==> src/rtl/calendar_gen2.sv <==
// BCD calendar: day/month/year plus weekday, advanced by day_tick, per-field inc/dec keys and a validated load.
// Supports a 2- or 4-digit year and a /4-only or Gregorian leap rule.
module calendar_gen2 #(
    parameter int unsigned YEAR_DIGITS = 4,
    parameter int unsigned LEAP_MODE   = 1,
    parameter logic [15:0] RST_YEAR    = 16'h2000,
    parameter logic [7:0]  RST_MONTH   = 8'h01,
    parameter logic [7:0]  RST_DAY     = 8'h01,
    parameter logic [2:0]  RST_WDAY    = 3'd6
) (
    input  logic        Clk,
    input  logic        Reset,
    input  logic        day_tick,
    input  logic [2:0]  cnt_inc,
    input  logic [2:0]  cnt_dec,
    input  logic        load,
    input  logic [7:0]  load_day,
    input  logic [7:0]  load_month,
    input  logic [15:0] load_year,
    input  logic [2:0]  load_wday,
    output logic [7:0]  day_bcd,
    output logic [7:0]  month_bcd,
    output logic [15:0] year_bcd,
    output logic [2:0]  weekday,
    output logic        leap,
    output logic        year_wrap,
    output logic        load_err,
    output logic [31:0] Data
);

    localparam logic [15:0] YEAR_MASK = (YEAR_DIGITS == 2) ? 16'h00FF : 16'hFFFF;
    localparam logic [15:0] YEAR_MAX  = (YEAR_DIGITS == 2) ? 16'h0099 : 16'h9999;
    localparam bit          GREG      = (LEAP_MODE == 1) && (YEAR_DIGITS == 4);

    logic [7:0]  day_q,  day_d;
    logic [7:0]  month_q, month_d;
    logic [15:0] year_q, year_d;
    logic [2:0]  wday_q, wday_d;
    logic        wrap_q, wrap_d;
    logic        err_q,  err_d;

    function automatic logic [7:0] bcd_inc8(input logic [7:0] v);
        if (v[3:0] == 4'd9) return {v[7:4] + 4'd1, 4'd0};
        return {v[7:4], v[3:0] + 4'd1};
    endfunction

    function automatic logic [7:0] bcd_dec8(input logic [7:0] v);
        if (v[3:0] == 4'd0) return {v[7:4] - 4'd1, 4'd9};
        return {v[7:4], v[3:0] - 4'd1};
    endfunction

    function automatic logic [15:0] year_inc(input logic [15:0] y);
        if (y == YEAR_MAX) return '0;
        if (y[7:0] == 8'h99) return {bcd_inc8(y[15:8]), 8'h00};
        return {y[15:8], bcd_inc8(y[7:0])};
    endfunction

    function automatic logic [15:0] year_dec(input logic [15:0] y);
        if (y == '0) return YEAR_MAX;
        if (y[7:0] == 8'h00) return {bcd_dec8(y[15:8]), 8'h99};
        return {y[15:8], bcd_dec8(y[7:0])};
    endfunction

    // 10*t + u is divisible by 4 exactly when 2*t + u is.
    function automatic logic div4(input logic [7:0] v);
        logic [4:0] s;
        s = {v[7:4], 1'b0} + {1'b0, v[3:0]};
        return s[1:0] == 2'd0;
    endfunction

    function automatic logic is_leap(input logic [15:0] y);
        if (!GREG) return div4(y[7:0]);
        return (div4(y[7:0]) && (y[7:0] != 8'h00)) || ((y[7:0] == 8'h00) && div4(y[15:8]));
    endfunction

    function automatic logic [7:0] month_len(input logic [7:0] m, input logic [15:0] y);
        case (m)
            8'h02:                      return is_leap(y) ? 8'h29 : 8'h28;
            8'h04, 8'h06, 8'h09, 8'h11: return 8'h30;
            default:                    return 8'h31;
        endcase
    endfunction

    function automatic logic nibbles_ok(input logic [31:0] v);
        for (int unsigned i = 0; i < 8; i++)
            if (v[4*i +: 4] > 4'd9) return 1'b0;
        return 1'b1;
    endfunction

    logic [15:0] ld_year;
    logic        ld_valid;
    logic [15:0] y_t;
    logic [7:0]  m_t, d_t, len_t;

    assign ld_year = load_year & YEAR_MASK;

    always_comb begin
        ld_valid = nibbles_ok({load_day, load_month, ld_year})
                   && (load_month >= 8'h01) && (load_month <= 8'h12)
                   && (load_day >= 8'h01) && (load_wday <= 3'd6);
        // Only look up the month length once the month itself is known to be sane.
        if (ld_valid)
            ld_valid = load_day <= month_len(load_month, ld_year);
    end

    always_comb begin
        day_d   = day_q;
        month_d = month_q;
        year_d  = year_q;
        wday_d  = wday_q;
        wrap_d  = 1'b0;
        err_d   = 1'b0;
        y_t     = year_q;
        m_t     = month_q;
        d_t     = day_q;
        len_t   = month_len(month_q, year_q);
        if (load) begin
            if (ld_valid) begin
                day_d   = load_day;
                month_d = load_month;
                year_d  = ld_year;
                wday_d  = load_wday;
            end else begin
                err_d = 1'b1;
            end
        end else if (day_tick) begin
            wday_d = (wday_q == 3'd6) ? 3'd0 : wday_q + 3'd1;
            if (day_q < len_t) begin
                day_d = bcd_inc8(day_q);
            end else begin
                day_d = 8'h01;
                if (month_q == 8'h12) begin
                    month_d = 8'h01;
                    year_d  = year_inc(year_q);
                    wrap_d  = 1'b1;
                end else begin
                    month_d = bcd_inc8(month_q);
                end
            end
        end else begin
            // Keys apply year, then month, then clamp/adjust day against the updated month length.
            if (cnt_inc[2])      y_t = year_inc(year_q);
            else if (cnt_dec[2]) y_t = year_dec(year_q);
            if (cnt_inc[1])      m_t = (month_q == 8'h12) ? 8'h01 : bcd_inc8(month_q);
            else if (cnt_dec[1]) m_t = (month_q == 8'h01) ? 8'h12 : bcd_dec8(month_q);
            len_t = month_len(m_t, y_t);
            if (d_t > len_t) d_t = len_t;
            if (cnt_inc[0]) begin
                d_t    = (d_t == len_t) ? 8'h01 : bcd_inc8(d_t);
                wday_d = (wday_q == 3'd6) ? 3'd0 : wday_q + 3'd1;
            end else if (cnt_dec[0]) begin
                d_t    = (d_t == 8'h01) ? len_t : bcd_dec8(d_t);
                wday_d = (wday_q == 3'd0) ? 3'd6 : wday_q - 3'd1;
            end
            day_d   = d_t;
            month_d = m_t;
            year_d  = y_t;
        end
    end

    always_ff @(posedge Clk or posedge Reset) begin
        if (Reset) begin
            day_q   <= RST_DAY;
            month_q <= RST_MONTH;
            year_q  <= RST_YEAR & YEAR_MASK;
            wday_q  <= RST_WDAY;
            wrap_q  <= 1'b0;
            err_q   <= 1'b0;
        end else begin
            day_q   <= day_d;
            month_q <= month_d;
            year_q  <= year_d;
            wday_q  <= wday_d;
            wrap_q  <= wrap_d;
            err_q   <= err_d;
        end
    end

    assign day_bcd   = day_q;
    assign month_bcd = month_q;
    assign year_bcd  = year_q;
    assign weekday   = wday_q;
    assign leap      = is_leap(year_q);
    assign year_wrap = wrap_q;
    assign load_err  = err_q;
    assign Data      = {day_q, month_q, year_q};

endmodule

==> config.mk <==
export PLATFORM = sky130hd
export DESIGN_NAME = calendar_gen2
export DESIGN_NICKNAME = d
export VERILOG_FILES = /design/src/rtl/calendar_gen2.sv
export SDC_FILE = /design/constraint.sdc
export NUM_CORES = 1
export LEC_CHECK = 0
export CORE_MARGIN = 2
export CORE_UTILIZATION = 50
export CTS_CLUSTER_DIAMETER = 50
export DETAILED_ROUTE_END_ITERATION = 6
export GPL_ROUTABILITY_DRIVEN = 1
export GPL_TIMING_DRIVEN = 0
export HOLD_SLACK_MARGIN = 0.12
export PLACE_DENSITY = 0.78
export SYNTH_ARGS = -nofsm -noshare
export SYNTH_HDL_FRONTEND = slang
export SYNTH_SLANG_ARGS = --single-unit
export TNS_END_PERCENT = 5
==> constraint.sdc <==
create_clock -name Clk -period 7.33 [get_ports Clk]
set_input_delay 1.0995 -clock Clk [delete_from_list [all_inputs] [get_ports Clk]]
set_output_delay 1.0995 -clock Clk [all_outputs]
set_load 0.005 [all_outputs]
Word-level counts from Yosys, hierarchy flattened
Index checks and enable logic that the tools add are counted.
{ "totals": {"regBits": 37, "in_bits": 45} }
{ "classes": {"mux": 247, "n_reduce_logical": 43, "n_addsub": 26, "magnitude_cmp": 15, "n_eq_ne": 35} }
{ "op_table": {"columns": ["cell", "n"], "rows": [
  ["two-way mux 8 bit", 46],
  ["two-way mux 16 bit", 20],
  ["two-way mux 1 bit", 171],
  ["== test 8 x 3 -> 1 bit (second input constant)", 6],
  ["adder 4 x 1 -> 4 bit (second input constant)", 10],
  ["== test 8 x 5 -> 1 bit (second input constant)", 4],
  ["greater-than comparator 4 bit (second input constant)", 8],
  ["subtractor 4 x 1 -> 4 bit (second input constant)", 8],
  ["case mux 5 bit (2 select lines)", 3],
  ["== test 8 x 2 -> 1 bit (second input constant)", 3],
  ["== test 8 x 4 -> 1 bit (second input constant)", 3],
  ["zero test 8 bit", 3],
  ["nonzero test 8 bit", 3],
  ["two-way mux 3 bit", 7],
  ["== test 4 bit (second input constant)", 5],
  ["== test 16 bit (second input constant)", 1],
  ["== test 8 x 1 -> 1 bit (second input constant)", 2],
  ["greater-or-equal comparator 8 x 1 -> 1 bit (second input constant)", 2],
  ["zero test 16 bit", 1],
  ["zero test 4 bit", 4],
  ["adder 2 bit", 6],
  ["zero test 2 bit", 6],
  ["OR reduction 4 bit", 3],
  ["logical AND 1 bit", 10],
  ["24 further kinds", 31]
]} }

Longest topological paths before layout
{ "logic_depth": {"ltp_word": 48, "mapped_depth": 26, "mapped_depth_nobuf": 25} }

Worst setup path after synthesis
No wires, ideal clock.
{ "synth_path": {"path_kind": "input -> register", "from": "input port cnt_inc[2]", "to": "register day_q[4], in the netlist day_bcd[4]", "path_stages": 20, "t_arrival_ns": 5.293, "required_time_ns": 7.242, "setup_time_ns": 0.088, "setup_slack_ns": 1.949, "cell_sequence": "clkbuf_1 or4b_1 or3_1 a211oi_2 nand3_1 a211oi_2 a211oi_2 nor2_4 ha_1 a21boi_0 o21ai_0 nand2b_1 a311o_1 clkbuf_1 mux2i_1 ha_1 a21oi_1 or4_1 a31o_1 a41oi_1"} }
{ "synth_via": {"elab_chain_len": 27, "word_cells_on_any_way": 45} }
{ "synth_lines": {"columns": ["item", "line", "text"], "rows": [
  ["start, declared", "14", "input logic [2:0] cnt_inc,"],
  ["two-way mux 16 bit (*)", "142", "if (cnt_inc[2]) y_t = year_inc(year_q);"],
  ["two-way mux 16 bit (*)", "126", "end else if (day_tick) begin"],
  ["two-way mux 16 bit (*)", "117", "if (load) begin"],
  ["adder 2 bit", "67", "s = {v[7:4], 1'b0} + {1'b0, v[3:0]};"],
  ["zero test 2 bit", "68", "return s[1:0] == 2'd0;"],
  ["logical AND 1 bit", "73", "return (div4(y[7:0]) && (y[7:0] != 8'h00)) || ((y[7:0] == 8'h00) && div4(y[15:8]));"],
  ["logical OR 1 bit (*)", "73", null],
  ["two-way mux 1 bit (*)", "78", "8'h02: return is_leap(y) ? 8'h29 : 8'h28;"],
  ["[... 11 more ...]", null, null],
  ["two-way mux 1 bit", "126", null],
  ["two-way mux 1 bit", "117", null],
  ["two-way mux 8 bit", "49", "return {v[7:4], v[3:0] - 4'd1};"],
  ["two-way mux 8 bit", "152", "d_t = (d_t == 8'h01) ? len_t : bcd_dec8(d_t);"],
  ["two-way mux 8 bit", "151", "end else if (cnt_dec[0]) begin"],
  ["two-way mux 8 bit (*)", "148", "if (cnt_inc[0]) begin"],
  ["two-way mux 8 bit (*)", "126", null],
  ["two-way mux 8 bit (*)", "117", null],
  ["end signal, assigned", "170", "day_q <= day_d;"],
  ["end, declared", "35", "logic [7:0] day_q, day_d;"]
]} }
Mark *: on every way between the ends. The rest lies on a longest branch, timed or not. The select of a mux whose other input is x is not followed.
A chain may end at the register's enable or synchronous reset.

Worst setup path in the final report
{ "layout_path": {"from": "input port cnt_dec[1]", "to": "register day_q[4], in the netlist day_bcd[4]"} }
{ "layout_via": {"elab_chain_len": 25, "word_cells_on_any_way": 42} }
{ "layout_lines": {"columns": ["item", "line", "text"], "rows": [
  ["start, declared", "15", "input logic [2:0] cnt_dec,"],
  ["two-way mux 8 bit (*)", "145", "else if (cnt_dec[1]) m_t = (month_q == 8'h01) ? 8'h12 : bcd_dec8(month_q);"],
  ["two-way mux 8 bit (*)", "144", "if (cnt_inc[1]) m_t = (month_q == 8'h12) ? 8'h01 : bcd_inc8(month_q);"],
  ["two-way mux 8 bit (*)", "126", null],
  ["two-way mux 8 bit (*)", "117", null],
  ["== test 8 x 3 -> 1 bit, or another cell as far along", "77", "case (m)"],
  ["OR reduction 4 bit", "77", null],
  ["case mux 5 bit (2 select lines) (*)", "77", null],
  ["two-way mux 8 bit (*)", "126", null],
  ["[... 9 more ...]", null, null],
  ["two-way mux 1 bit", "126", null],
  ["two-way mux 1 bit", "117", null],
  ["two-way mux 8 bit", "49", null],
  ["two-way mux 8 bit", "152", null],
  ["two-way mux 8 bit", "151", null],
  ["two-way mux 8 bit (*)", "148", null],
  ["two-way mux 8 bit (*)", "126", null],
  ["two-way mux 8 bit (*)", "117", null]
]} }
Marks and branches as above.

==> flow_summary.yaml <==
run_status:
  status: "complete, no violations"
worst_setup_path:
  crit_fanout: 9
  crit_path_top_delay_cell: "clkdlybuf4s50_1"
  startpoint_type: "input pin"
  crit_path_cell_trace: "clkdlybuf4s50_1, or3b_1, nor2_1, a41oi_1, a21oi_1, nand3_2, a211oi_2, nor2_4, ha_1, a21boi_0, o21ai_0, nand2b_1, a311o_1, clkbuf_1, mux2i_1, ha_1, a21oi_1, or4_1, a31o_1, a41oi_1"
  critPathMaxStageDelay_ns: 0.61
  crit_arrival_ns: 6.74
  end_kind: "flop"
  path_class: "in -> reg"
  cp.required_ns: 7.57
global_routing:
  grt_pass1_wl_um: 31500
  antenna_found_initial: 0
  grt_max_degree: 26
  grt_pass1_vias: 6079
  gr-total-overflow: 0
  grt_usage_pct: 33.6
logic_synthesis:
  syn_inst: 764
  synth-compound-area-share_pct: 29.7
  ys_warn_count: 0
  synthDistinctLibCells: 88
  synth_largest_area_cell: "dfrtp_1"
  synth_fa_ha_area_share_pct: 8.60
  synthArstFlopShare_pct: 100
  postSynthAreaPerCell_um2: 7.24
  synth-xor-area-share_pct: 3.01
  synth_enable_flop_cells: 0
  ys_seq_elements: 37
  syn_nets: 847
  yosysTopAreaCellShare_pct: 14.5
  netlist_area_um2: 5530
  synth_top_family_by_area: "compound AO/OA/AOI/OAI gates"
  ys_dominant_reg_cell: "dfrtp_1"
  synth-seq-area-share_pct: 16.9
  synth_mux_area_share_pct: 3.44
  synth_simple_gate_area_share_pct: 28.1
  synth_area_leaders: "dfrtp_1 14%, ha_1 8.6%, o21ai_0 5.4%"
clock_tree:
  clkSlewWorstSetupHoldPaths_ns: 0.09
  post_cts_buffers: 0
  tritoncts: "built"
  hold_buffers: 0
  root_buffer: "clkbuf_8"
  cts_resized: 0
  clock_sinks: 37
  cts_buffers: 5
  htreeDepth: 2
  cts_buffer_depth: 2
  worstSkewPairLatency_ns: 0.31
sta:
  rsz0062_at_grt: "false"
  tightest_slew_ns: 0.816
  finalCriticalPeriod_ns: 6.50
  fmax_ghz: 0.154
  fin_tns_setup_ns: 0
  slew_violations: 0
  fin_skew_ns: 0.00884
  finalSetupViolCount: 0
  hold_viol_final: 0
  fin_crit_sh_pct: 88.7
  slew_headroom_pct: 45.2
route:
  drt_wl_total_um: 20400
  wl_per_cell_um: 19.9
  via_per_inst: 6.43
  vias: 6596
  postRouteAntennaNets: 0
  firstDrtPassIters: 5
  drc: 0
  drt_iter0_drc: 718
placement:
  dp.cells: 1018
  place_hpwl_um: 15400
  globalplace.congestion: 1.01
  io_buffers: 113
floorplanning:
  num_io_pins: 115
  start_util_pct: 51.2
  coreArea_um2: 10800
  die_h_um: 109
  die_area_um2: 11900
  die_x_um: 109
  rows: 38
power:
  p_clk_share_pct: 9.6
  p_seq_share_pct: 20.7
  peakVddDrop_mv: 0.143
  power_density_nw_per_um2: 266
  combinationalPowerShare_pct: 69.7
  sw_frac_of_total_pct: 48.0
  switchingPower_w: 0.000889
  p_int_w: 0.000962
  leakagePower_nw: 2.75
cells_and_area:
  num_antenna_cells: 0
  drive_gt1_share_pct: 9.48
  area_delta_synth_final_pct: 25.8
  stdcell_count: 1026
  layout.nets: 968
job:
  cap_viol_max_count: 0
hold_path:
  hold_class: "reg -> reg"
==> final timing paths <==
check                                 start          end  slack (ns)  cells after the start
worst max-delay path             cnt_dec[1]   day_bcd[4]        0.83                     20
worst max register to register  year_bcd[0]   day_bcd[4]        1.12                     22
worst min register to register   weekday[2]   weekday[2]        0.60                      2
worst min-delay path             weekday[2]   weekday[2]        0.60                      2
min in group asynchronous             Reset  year_bcd[3]        1.08                      2
max in group asynchronous             Reset   weekday[1]        5.70                      3
==> power groups by stage <==
stage / Combinational, W / Sequential, W / Clock, W
after floorplan: 0.000806 / 0.000353 / 0
after detailed placement: 0.00126 / 0.000382 / 0
after CTS: 0.00127 / 0.000380 / 0.000177
after global routing: 0.00141 / 0.000391 / 0.000182
final: 0.00129 / 0.000383 / 0.000178
after global placement: 0.00124 / 0.000379 / 0
==> cells in the final DEF (no fill, tap or decap), types with 4 or more instances in the layout <==
cell type	instances
dfrtp_1	32
ha_1	38
nand2_1	63
o2111ai_1	6
nand3_1	26
xnor2_1	10
inv_1	35
xor2_1	9
clkbuf_8	7
nand2b_1	16
o22ai_1	11
o21ai_0	60
mux2i_1	13
dfstp_2	5
a21o_1	8
a211oi_2	4
nor2_1	62
clkbuf_1	34
a211oi_1	14
nand4_1	4
o31ai_1	5
a21oi_1	58
nor2b_1	9
nor3_1	25
and3_1	7
or3_1	11
o211ai_1	7
nor4_1	16
nand4b_1	4
clkdlybuf4s50_1	113
buf_2	8
nand3b_1	13
nor3b_1	10
a31oi_1	17
buf_4	34
==> critical path, delay by kind of cell <==
family,cells,cell delay (ns)
multiplexers,1,0.44
AND/OR/NAND/NOR,6,1.76
adder cells (fa/ha/maj),2,0.52
buffers and inverters,2,0.95
AO/OA/AOI/OAI,9,1.95
==> area by class of cell <==
cell class	count	area (um^2)
multi-input cells	612	4030
fillers	982	3830
repair buffers	114	1150
flip-flops and latches	37	932
plain buffers	78	430
well taps	140	175
inverters	37	139
clock buffers	7	96.3
clock inverters	1	5.00
==> layer usage <==
metal	GRT usage, %	part of all wire (%)	routed length [um]
met1	42.8	41	8280
met2	58.4	49	9920
met3	4.72	8.3	1700
met4	11.1	2.4	498
met5	0	0	0
==> registers in the layout (all words and copies together) (netlist names) <==
| name | count |
|---|---|
| day_bcd | 8 |
| load_err | 1 |
| year_bcd | 16 |
| weekday | 3 |
| year_wrap | 1 |
| month_bcd | 8 |
==> kinds of logic after synthesis <==
group / after synthesis
compound gates: 246
fa+ha+maj: 38
xor+xnor: 19
flops: 37
simple gates: 292
buf+inv: 115
mux: 17
==> Yosys cell counts (all sizes together) (4+ instances only) <==
master   instances
nand4b           4
nor2b            9
a21oi           59
a31oi           17
xor2             9
o2111ai          6
nand3b          13
nor4            17
nor3            25
ha              38
nor2            63
o21ai           62
or3             11
nand4            4
xnor2           10
nand2b          16
buf             44
a211oi          18
or2              4
a31o             4
dfrtp           32
inv             36
o22ai           11
dfstp            5
nand2           63
mux2i           13
a311oi           4
a21o             8
o211ai           7
o31ai            5
or4              4
clkbuf          34
or3b             4
and3             7
nor3b           10
nand3           27
==> metrics by stage <==
step | worst slack, ns | instance area, um^2 | hold slack [ns] | power [W] | util [%]
6_report | 0.828 | 6960 | 0.605 | 0.00185 | 64.5
2_1_floorplan | 1.95 | 5530 | 0.560 | 0.00116 | -
3_3_place_gp | 0.747 | 6840 | 0.594 | 0.00162 | 63.3
5_1_grt | 0.405 | 6960 | 0.666 | 0.00198 | 64.5
3_5_place_dp | 0.630 | 6860 | 0.593 | 0.00164 | 63.5
4_1_cts | 0.949 | 6960 | 0.602 | 0.00183 | 64.5
No activity file was read; power rests on OpenSTA's default activity.
